$ cat src/rtl/mix_columns_seq.sv
// Time-shares one external 32-bit mix_columns unit across the four columns of
// a 128-bit AES state, one column per cycle, with valid/ready on both sides.
module mix_columns_seq #(
  parameter int unsigned STATE_WIDTH = 128,
  parameter int unsigned COL_WIDTH   = 32
) (
  input  logic                   CLK,
  input  logic                   RST,
  input  logic                   flush,
  input  logic                   in_valid,
  output logic                   in_ready,
  input  logic                   in_bypass,
  input  logic [STATE_WIDTH-1:0] state_in,
  output logic [COL_WIDTH-1:0]   mc_col_o,
  input  logic [COL_WIDTH-1:0]   mc_col_i,
  output logic                   out_valid,
  input  logic                   out_ready,
  output logic [STATE_WIDTH-1:0] state_out,
  output logic                   busy
);

  typedef enum logic [1:0] {
    IDLE = 2'd0,
    BUSY = 2'd1,
    DONE = 2'd2
  } state_e;

  state_e                 state_q, state_d;
  logic [1:0]             col_cnt_q, col_cnt_d;
  logic [STATE_WIDTH-1:0] buf_q, buf_d;
  logic                   bypass_q, bypass_d;
  logic [COL_WIDTH-1:0]   cur_col;

  always_comb begin
    cur_col = '0;
    case (col_cnt_q)
      2'd0:    cur_col = buf_q[127:96];
      2'd1:    cur_col = buf_q[95:64];
      2'd2:    cur_col = buf_q[63:32];
      default: cur_col = buf_q[31:0];
    endcase
  end

  always_comb begin
    state_d   = state_q;
    col_cnt_d = col_cnt_q;
    buf_d     = buf_q;
    bypass_d  = bypass_q;
    in_ready  = 1'b0;
    out_valid = 1'b0;
    mc_col_o  = '0;
    busy      = (state_q != IDLE);
    state_out = buf_q;

    case (state_q)
      IDLE: begin
        in_ready = 1'b1;
        if (in_valid && !flush) begin
          buf_d     = state_in;
          bypass_d  = in_bypass;
          col_cnt_d = 2'd0;
          state_d   = in_bypass ? DONE : BUSY;
        end
      end
      BUSY: begin
        mc_col_o = cur_col;
        // A bypassed state never needs the shared unit; skip straight out.
        if (bypass_q) begin
          state_d = DONE;
        end else begin
          case (col_cnt_q)
            2'd0:    buf_d[127:96] = mc_col_i;
            2'd1:    buf_d[95:64]  = mc_col_i;
            2'd2:    buf_d[63:32]  = mc_col_i;
            default: buf_d[31:0]   = mc_col_i;
          endcase
          col_cnt_d = col_cnt_q + 2'd1;
          if (col_cnt_q == 2'd3) state_d = DONE;
        end
      end
      DONE: begin
        out_valid = 1'b1;
        if (out_ready) state_d = IDLE;
      end
      default: state_d = IDLE;
    endcase

    if (flush) begin
      state_d   = IDLE;
      col_cnt_d = 2'd0;
      bypass_d  = 1'b0;
    end
  end

  always_ff @(posedge CLK or negedge RST) begin
    if (!RST) begin
      state_q   <= IDLE;
      col_cnt_q <= 2'd0;
      buf_q     <= '0;
      bypass_q  <= 1'b0;
    end else begin
      state_q   <= state_d;
      col_cnt_q <= col_cnt_d;
      buf_q     <= buf_d;
      bypass_q  <= bypass_d;
    end
  end

endmodule

$ cat config.mk
export PLATFORM = sky130hd
export DESIGN_NAME = mix_columns_seq
export DESIGN_NICKNAME = d
export VERILOG_FILES = /design/src/rtl/mix_columns_seq.sv
export SDC_FILE = /design/constraint.sdc
export NUM_CORES = 1
export LEC_CHECK = 0
export ABC_AREA = 1
export BUFFER_PORTS_ARGS = -buffer_cell sky130_fd_sc_hd__clkbuf_2
export CAP_MARGIN = 20
export CORE_MARGIN = 5
export CORE_UTILIZATION = 44
export CTS_CLUSTER_SIZE = 14
export DETAILED_ROUTE_END_ITERATION = 10
export PLACE_DENSITY = 0.78
export SLEW_MARGIN = 20
export SYNTH_ARGS = -nofsm -noshare
export SYNTH_HDL_FRONTEND = slang
export SYNTH_SLANG_ARGS = --single-unit
export TNS_END_PERCENT = 30
$ cat constraint.sdc
create_clock -name CLK -period 1.7 [get_ports CLK]
set_input_delay 0.085 -clock CLK [delete_from_list [all_inputs] [get_ports CLK]]
set_output_delay 0.085 -clock CLK [all_outputs]
set_load 0.02 [all_outputs]
==> flow_summary.yaml, run 1 <==
cells_and_area:
  nNetsFinal: 1689
  num_antenna_cells: 0
  drive_gt1_frac: 0.321
  syn_to_final_growth_pct: 58.6
  n_fill_cell: 1266
cts:
  cts_root_buffer: "clkbuf_16"
  clock-sinks: 133
  cts_tree: "built"
  clock_latency_ns: 0.42
  clk_pin_slew_ns: 0.06
  cts_buffers: 17
  h-tree-depth: 4
  clk_path_buf_depth: 2
synthesis:
  ys_ff_latch: 133
  synthesis.area_sq_um: 7490
  synth.top_cell.area_share: 0.445
  synth.largest_area_cell: "dfrtp_1"
  ys_seq_area_frac: 0.445
  synth.avg_cell_area_sq_um: 6.75
  ys_types: 19
  synth_cells: 1109
  synth_nets: 1280
  ys_warn_count: 0
  synthTopCellsByArea: "dfrtp_1 44%, nand2_1 30%, nand3_1 11%, buf_2 2.9%, a31oi_1 2.7%"
placement:
  place_ws_ns: -0.136
  portBuffers: 328
  dp.final_hpwl_um: 22600
  place_congestion: 0.922
route:
  dr.pass1.iters: 7
  vias_per_cell: 5.66
  final_antenna_net_count: 0
  dr_total_vias: 9903
  wl_per_cell_um: 20.1
  wl_um: 35100
  drtIter0Drc: 801
  drc_errors: 0
global_route:
  antenna_found_initial: 0
  grt_pass1_wl_um: 52600
  grt_usage: 0.338
  grt_pass1_vias: 9728
  grt-ovfl-total: 0
  grt_max_degree: 69
sta:
  fin_crit_ns: 1.97
  min_period_over_period: 1.16
  setup_ws_ns: -0.265
  setup_viol: 65
  rsz0062_at_grt: "yes"
  worst_slew_pin_slew_ns: 1.02
  slew-limit-headroom: 0.319
  tns_ns: -11.64
  hold_viol_final: 0
  finClkSkew_ns: 0.00665
  fmax_ghz: 0.509
  drv_slew: 0
setup_path:
  required_ns: 1.62
  cp-start-kind: "flip-flop"
  reg2reg_slack_ns: -0.18
  crit_arrival_ns: 1.88
  worst-setup-path-type: "reg -> out"
  path_max_fanout: 6
  end_kind: "output pin"
  rr_worst_depth: 5
pwr:
  combPwrFrac: 0.485
  intPower_mw: 10.0
  p_clk_frac: 0.189
  sequentialPowerShare: 0.327
  p_per_area_nw_per_um2: 1610
  peakVddDrop_uv: 887
  p_sw_mw: 9.08
  switching_share: 0.475
  p_leak_nw: 6.70
run:
  cap_violations: 0
worst_hold_path:
  hp-class: "in -> reg"
  whs_path_depth: 5
die:
  ios: 329
  rows: 47
  fp.dieH_um: 140
  initial_utilization: 0.450
  fp.dieW_um: 140
  core_sq_um: 16600
  dieArea_sq_um: 19700
run_status:
  outcome: "complete, but fails checks"
  violations: "negative setup slack"
[cell usage after synthesis]
cell type,n
a21oi_1,37
a31oi_1,32
buf_1,3
buf_2,44
buf_4,1
clkbuf_1,31
dfrtp_1,133
ha_1,5
inv_1,9
inv_2,1
nand2_1,592
nand2_2,1
nand3_1,169
nand4_1,1
nor2_1,11
nor2_2,1
nor3_1,1
o21ai_0,36
o21ai_1,1
[flip-flops by register name (all words and copies together) (netlist names)]
register and flops:
state_out 128, state_q 2, col_cnt_q 2, bypass_q 1
[cells in the final DEF (no fill, tap or decap), types with 3 or more instances in the layout]
cell type,netlist,routed
a21oi_1,37,24
a21oi_2,0,9
a21oi_4,0,4
a31oi_1,32,14
a31oi_2,0,11
a31oi_4,0,7
buf_12,0,25
buf_4,1,50
buf_6,0,9
buf_8,0,5
clkbuf_1,31,4
clkbuf_16,0,19
clkbuf_2,0,295
clkinv_2,0,4
clkinvlp_4,0,4
dfrtp_1,133,129
dfrtp_2,0,4
dlygate4sd3_1,0,80
ha_4,0,4
inv_1,9,5
nand2_1,592,571
nand2_2,1,16
nand2_4,0,6
nand3_1,169,165
nand3_2,0,3
nor2_1,11,8
nor2_2,1,3
o21ai_0,36,29
o21ai_1,1,7
[worst paths after layout]
| path | startpoint | endpoint |
|---|---|---|
| min reg2reg | state_out[45] | state_out[45] |
| min | state_in[87] | state_out[87] |
| max reg2reg | col_cnt_q[1] | state_out[28] |
| min in group asynchronous | RST | state_out[101] |
| max | col_cnt_q[0] | mc_col_o[13] |
| max in group asynchronous | RST | state_out[16] |
[through the flow]
step           hold slack [ns]  cells   util  cell area [sq um]  power [mW]
2_1_floorplan           -0.211   1109      -               7490        10.7
3_3_place_gp           -0.0377   1625  0.586               9750        14.5
3_5_place_dp           -0.0352   1625  0.586               9750        14.7
4_1_cts               0.000122   1745  0.693              11500        18.6
5_1_grt                 0.0247   1751  0.714              11900        20.0
6_report                0.0100   1751  0.714              11900        19.1
[worst max-delay path, cell delays in order (launching register included)]
cell and delay (ns):
dfrtp_2 0.46, buf_6 0.14, ha_4 0.18, buf_4 0.17, a21oi_1 0.19, a31oi_2 0.14, buf_4 0.18
[final cells by class]
cell class	instances	area (sq um)	share of cell area
inverter	10	51.3	0.00432
multi-input combinational	887	4200	0.354
clock inverter	9	103	0.00864
tap	220	275	0.0232
sequential	133	3330	0.281
timing repair buffer	469	3440	0.290
clock buffer	23	468	0.0394
[layer usage]
layer	track usage	wire [um]	vias up
met5	0	0	-
met2	0.549	16500	772
met4	0.187	1940	0
li1	-	-	4408
met1	0.417	12600	4549
met3	0.0757	4110	174
[power by group through the flow]
| stage | clock network (mW) | logic (mW) | registers [mW] |
|---|---|---|---|
| 6_report | 3.60 | 9.26 | 6.24 |
| 5_1_grt | 3.77 | 9.90 | 6.37 |
| 4_1_cts | 3.63 | 8.92 | 6.06 |
| 3_5_place_dp | 0 | 8.58 | 6.08 |
| 3_3_place_gp | 0 | 8.44 | 6.06 |
| 2_1_floorplan | 0 | 3.17 | 7.52 |
[logic make-up after synthesis]
| kind of cell | synth area share |
|---|---|
| adder cells (fa/ha/maj) | 0.00836 |
| AO/OA/AOI/OAI | 0.0762 |
| buffers and inverters | 0.0525 |
| flip-flops | 0.445 |
| AND/OR/NAND/NOR | 0.418 |
[timing repair]
| action | CTS | global route |
|---|---|---|
| hold buffers | 80 | 0 |
| buffers inserted | 6 | 4 |
| cloned | 2 | 2 |
| endpoints found under the setup margin | 76 | 158 |
| endpoints found under the hold margin | 212 | 0 |
| pin swaps | 35 | 20 |
| gates resized for setup | 74 | 100 |
No activity file was read; power rests on OpenSTA's default activity.
==> inputs of run 2 (changes only) <==
- CORE_UTILIZATION: 44 -> 52
- PLACE_DENSITY: 0.78 -> 0.87
- REMOVE_ABC_BUFFERS: default -> 1
- clock period: 1.7 -> 2.4 ns (I/O delays scaled with it)
==> flow_summary.yaml, run 2 (synthesized netlist as in run 1, its figures left out) <==
run_status:
  outcome: "finished, final reports clean"
cells_and_area:
  n_fill_cell: 1188
  final_common_cell: "nand2_1"
  largest_reg_flops: 128
  syn_to_final_growth_pct: 33.6
  final_cell_mix: "591 x nand2_1, 327 x clkbuf_2, 168 x nand3_1"
  drive_gt1_frac: 0.285
  num_antenna_cells: 0
  nNetsFinal: 1585
route:
  dr_total_vias: 9319
  dr.pass1.iters: 5
  wl_um: 29900
  wl_per_cell_um: 18.6
  drtIter0Drc: 1126
  final_antenna_net_count: 0
  vias_per_cell: 5.80
  drc_errors: 0
sta:
  holdWs_ns: 0.0150
  rsz0062_at_grt: "no"
  min_period_over_period: 0.974
  setup_ws_ns: 0.0612
  fin_crit_ns: 2.34
  tns_ns: 0
  slew-limit-headroom: 0.320
  drv_slew: 0
  setup_viol: 0
  finClkSkew_ns: 0.00489
  fmax_ghz: 0.428
  worst_slew_pin_slew_ns: 1.02
  hold_viol_final: 0
placement:
  place_congestion: 0.940
  dp.final_hpwl_um: 20600
  portBuffers: 328
  place_ws_ns: 0.245
worst_hold_path:
  whs_path_depth: 5
  min_from: "state_in[46]"
  hp-class: "in -> reg"
  min_to: "state_out[46]"
pwr:
  peakVddDrop_uv: 719
  p_leak_nw: 6.02
  p_per_area_nw_per_um2: 1270
global_route:
  grt_usage: 0.352
  grt_pass1_vias: 9059
  grt_max_degree: 79
  grt-ovfl-total: 0
  antenna_found_initial: 0
  grt_pass1_wl_um: 45900
die:
  core_sq_um: 14000
  fp.dieW_um: 130
  initial_utilization: 0.535
  rows: 43
  dieArea_sq_um: 16900
  ios: 329
  fp.dieH_um: 130
cts:
  cts_buffers: 17
  ctsHoldBuffers: 2
  cts_root_buffer: "clkbuf_16"
  clk_pin_slew_ns: 0.06
  post-cts-setup-buffers: 0
  cts_tree: "built"
  cts_resized: 0
  clock_latency_ns: 0.42
  clock-sinks: 133
  clk_path_buf_depth: 2
  h-tree-depth: 4
run:
  cap_violations: 0
setup_path:
  rr_worst_depth: 6
  path_max_fanout: 31
  crit_arrival_ns: 2.22
  reg2reg_slack_ns: 0.21
  timing.rr.end: "state_out[23]"
  worst-setup-path-type: "reg -> out"
  regToRegStartpoint: "state_q[1]"
  end_kind: "output pin"
  required_ns: 2.28
  cp-start-kind: "flip-flop"
[run 2: cell types whose count changed in the layout (fill, tap and decap cells not counted), sizes merged]
cell | previous run | this run
dlygate4sd3 | 80 | 2
clkinvlp | 4 | 2
bufbuf | 1 | 0
clkinv | 4 | 5
buf | 91 | 36
inv | 9 | 10
clkbuf | 320 | 350
[run 2: routing by layer]
| metal | share of wire | vias to the layer above | GRT usage |
|---|---|---|---|
| met1 | 0.35 | 4210 | 0.427 |
| met2 | 0.48 | 728 | 0.581 |
| met5 | 0 | - | 0 |
| met4 | 0.049 | 0 | 0.170 |
| li1 | - | 4201 | - |
| met3 | 0.12 | 180 | 0.0978 |
[run 2: final cells by class]
cell class | instances | area (sq um) | share of cell area
tap | 180 | 225 | 0.0225
timing repair buffer | 365 | 1980 | 0.198
clock buffer | 23 | 488 | 0.0488
sequential | 133 | 3330 | 0.333
clock inverter | 9 | 100 | 0.0100
multi-input combinational | 887 | 3840 | 0.384
inverter | 10 | 37.5 | 0.00375
[run 2: where the power goes]
group	internal, mW	total (mW)	switching [mW]
clock	1.63	2.59	0.961
sequential	3.29	4.28	0.989
combinational	1.79	5.83	4.03
total	6.72	12.7	5.98
[run 2: how the worst max path moves through the flow]
| stage | from | end | slack [ns] | cells after the start |
|---|---|---|---|---|
| after floorplan | state_q[0] | state_out[100] | -1.08 | 6 |
| after global placement | state_q[1] | state_out[11] | 0.40 | 6 |
| after detailed placement | state_q[1] | state_out[23] | 0.24 | 6 |
| after CTS | col_cnt_q[0] | mc_col_o[15] | 0.13 | 6 |
| after global routing | col_cnt_q[0] | mc_col_o[15] | 0.02 | 6 |
| final | col_cnt_q[0] | mc_col_o[15] | 0.06 | 6 |
[run 2: stage by stage]
stage / utilization / instance area, sq um / power, mW / std cells
floorplan: - / 7130 / 7.46 / 1030
global placement: 0.672 / 9400 / 9.89 / 1573
detailed placement: 0.672 / 9400 / 10.0 / 1573
CTS: 0.715 / 10000 / 12.7 / 1607
global route: 0.715 / 10000 / 13.4 / 1607
finish: 0.715 / 10000 / 12.7 / 1607
[run 2: worst max-delay path, stage by stage (launching register included)]
cell	delay, ns
dfrtp_1	0.43
inv_1	0.12
ha_1	0.15
buf_4	0.41
nand2_1	0.11
a31oi_1	0.32
clkbuf_2	0.24
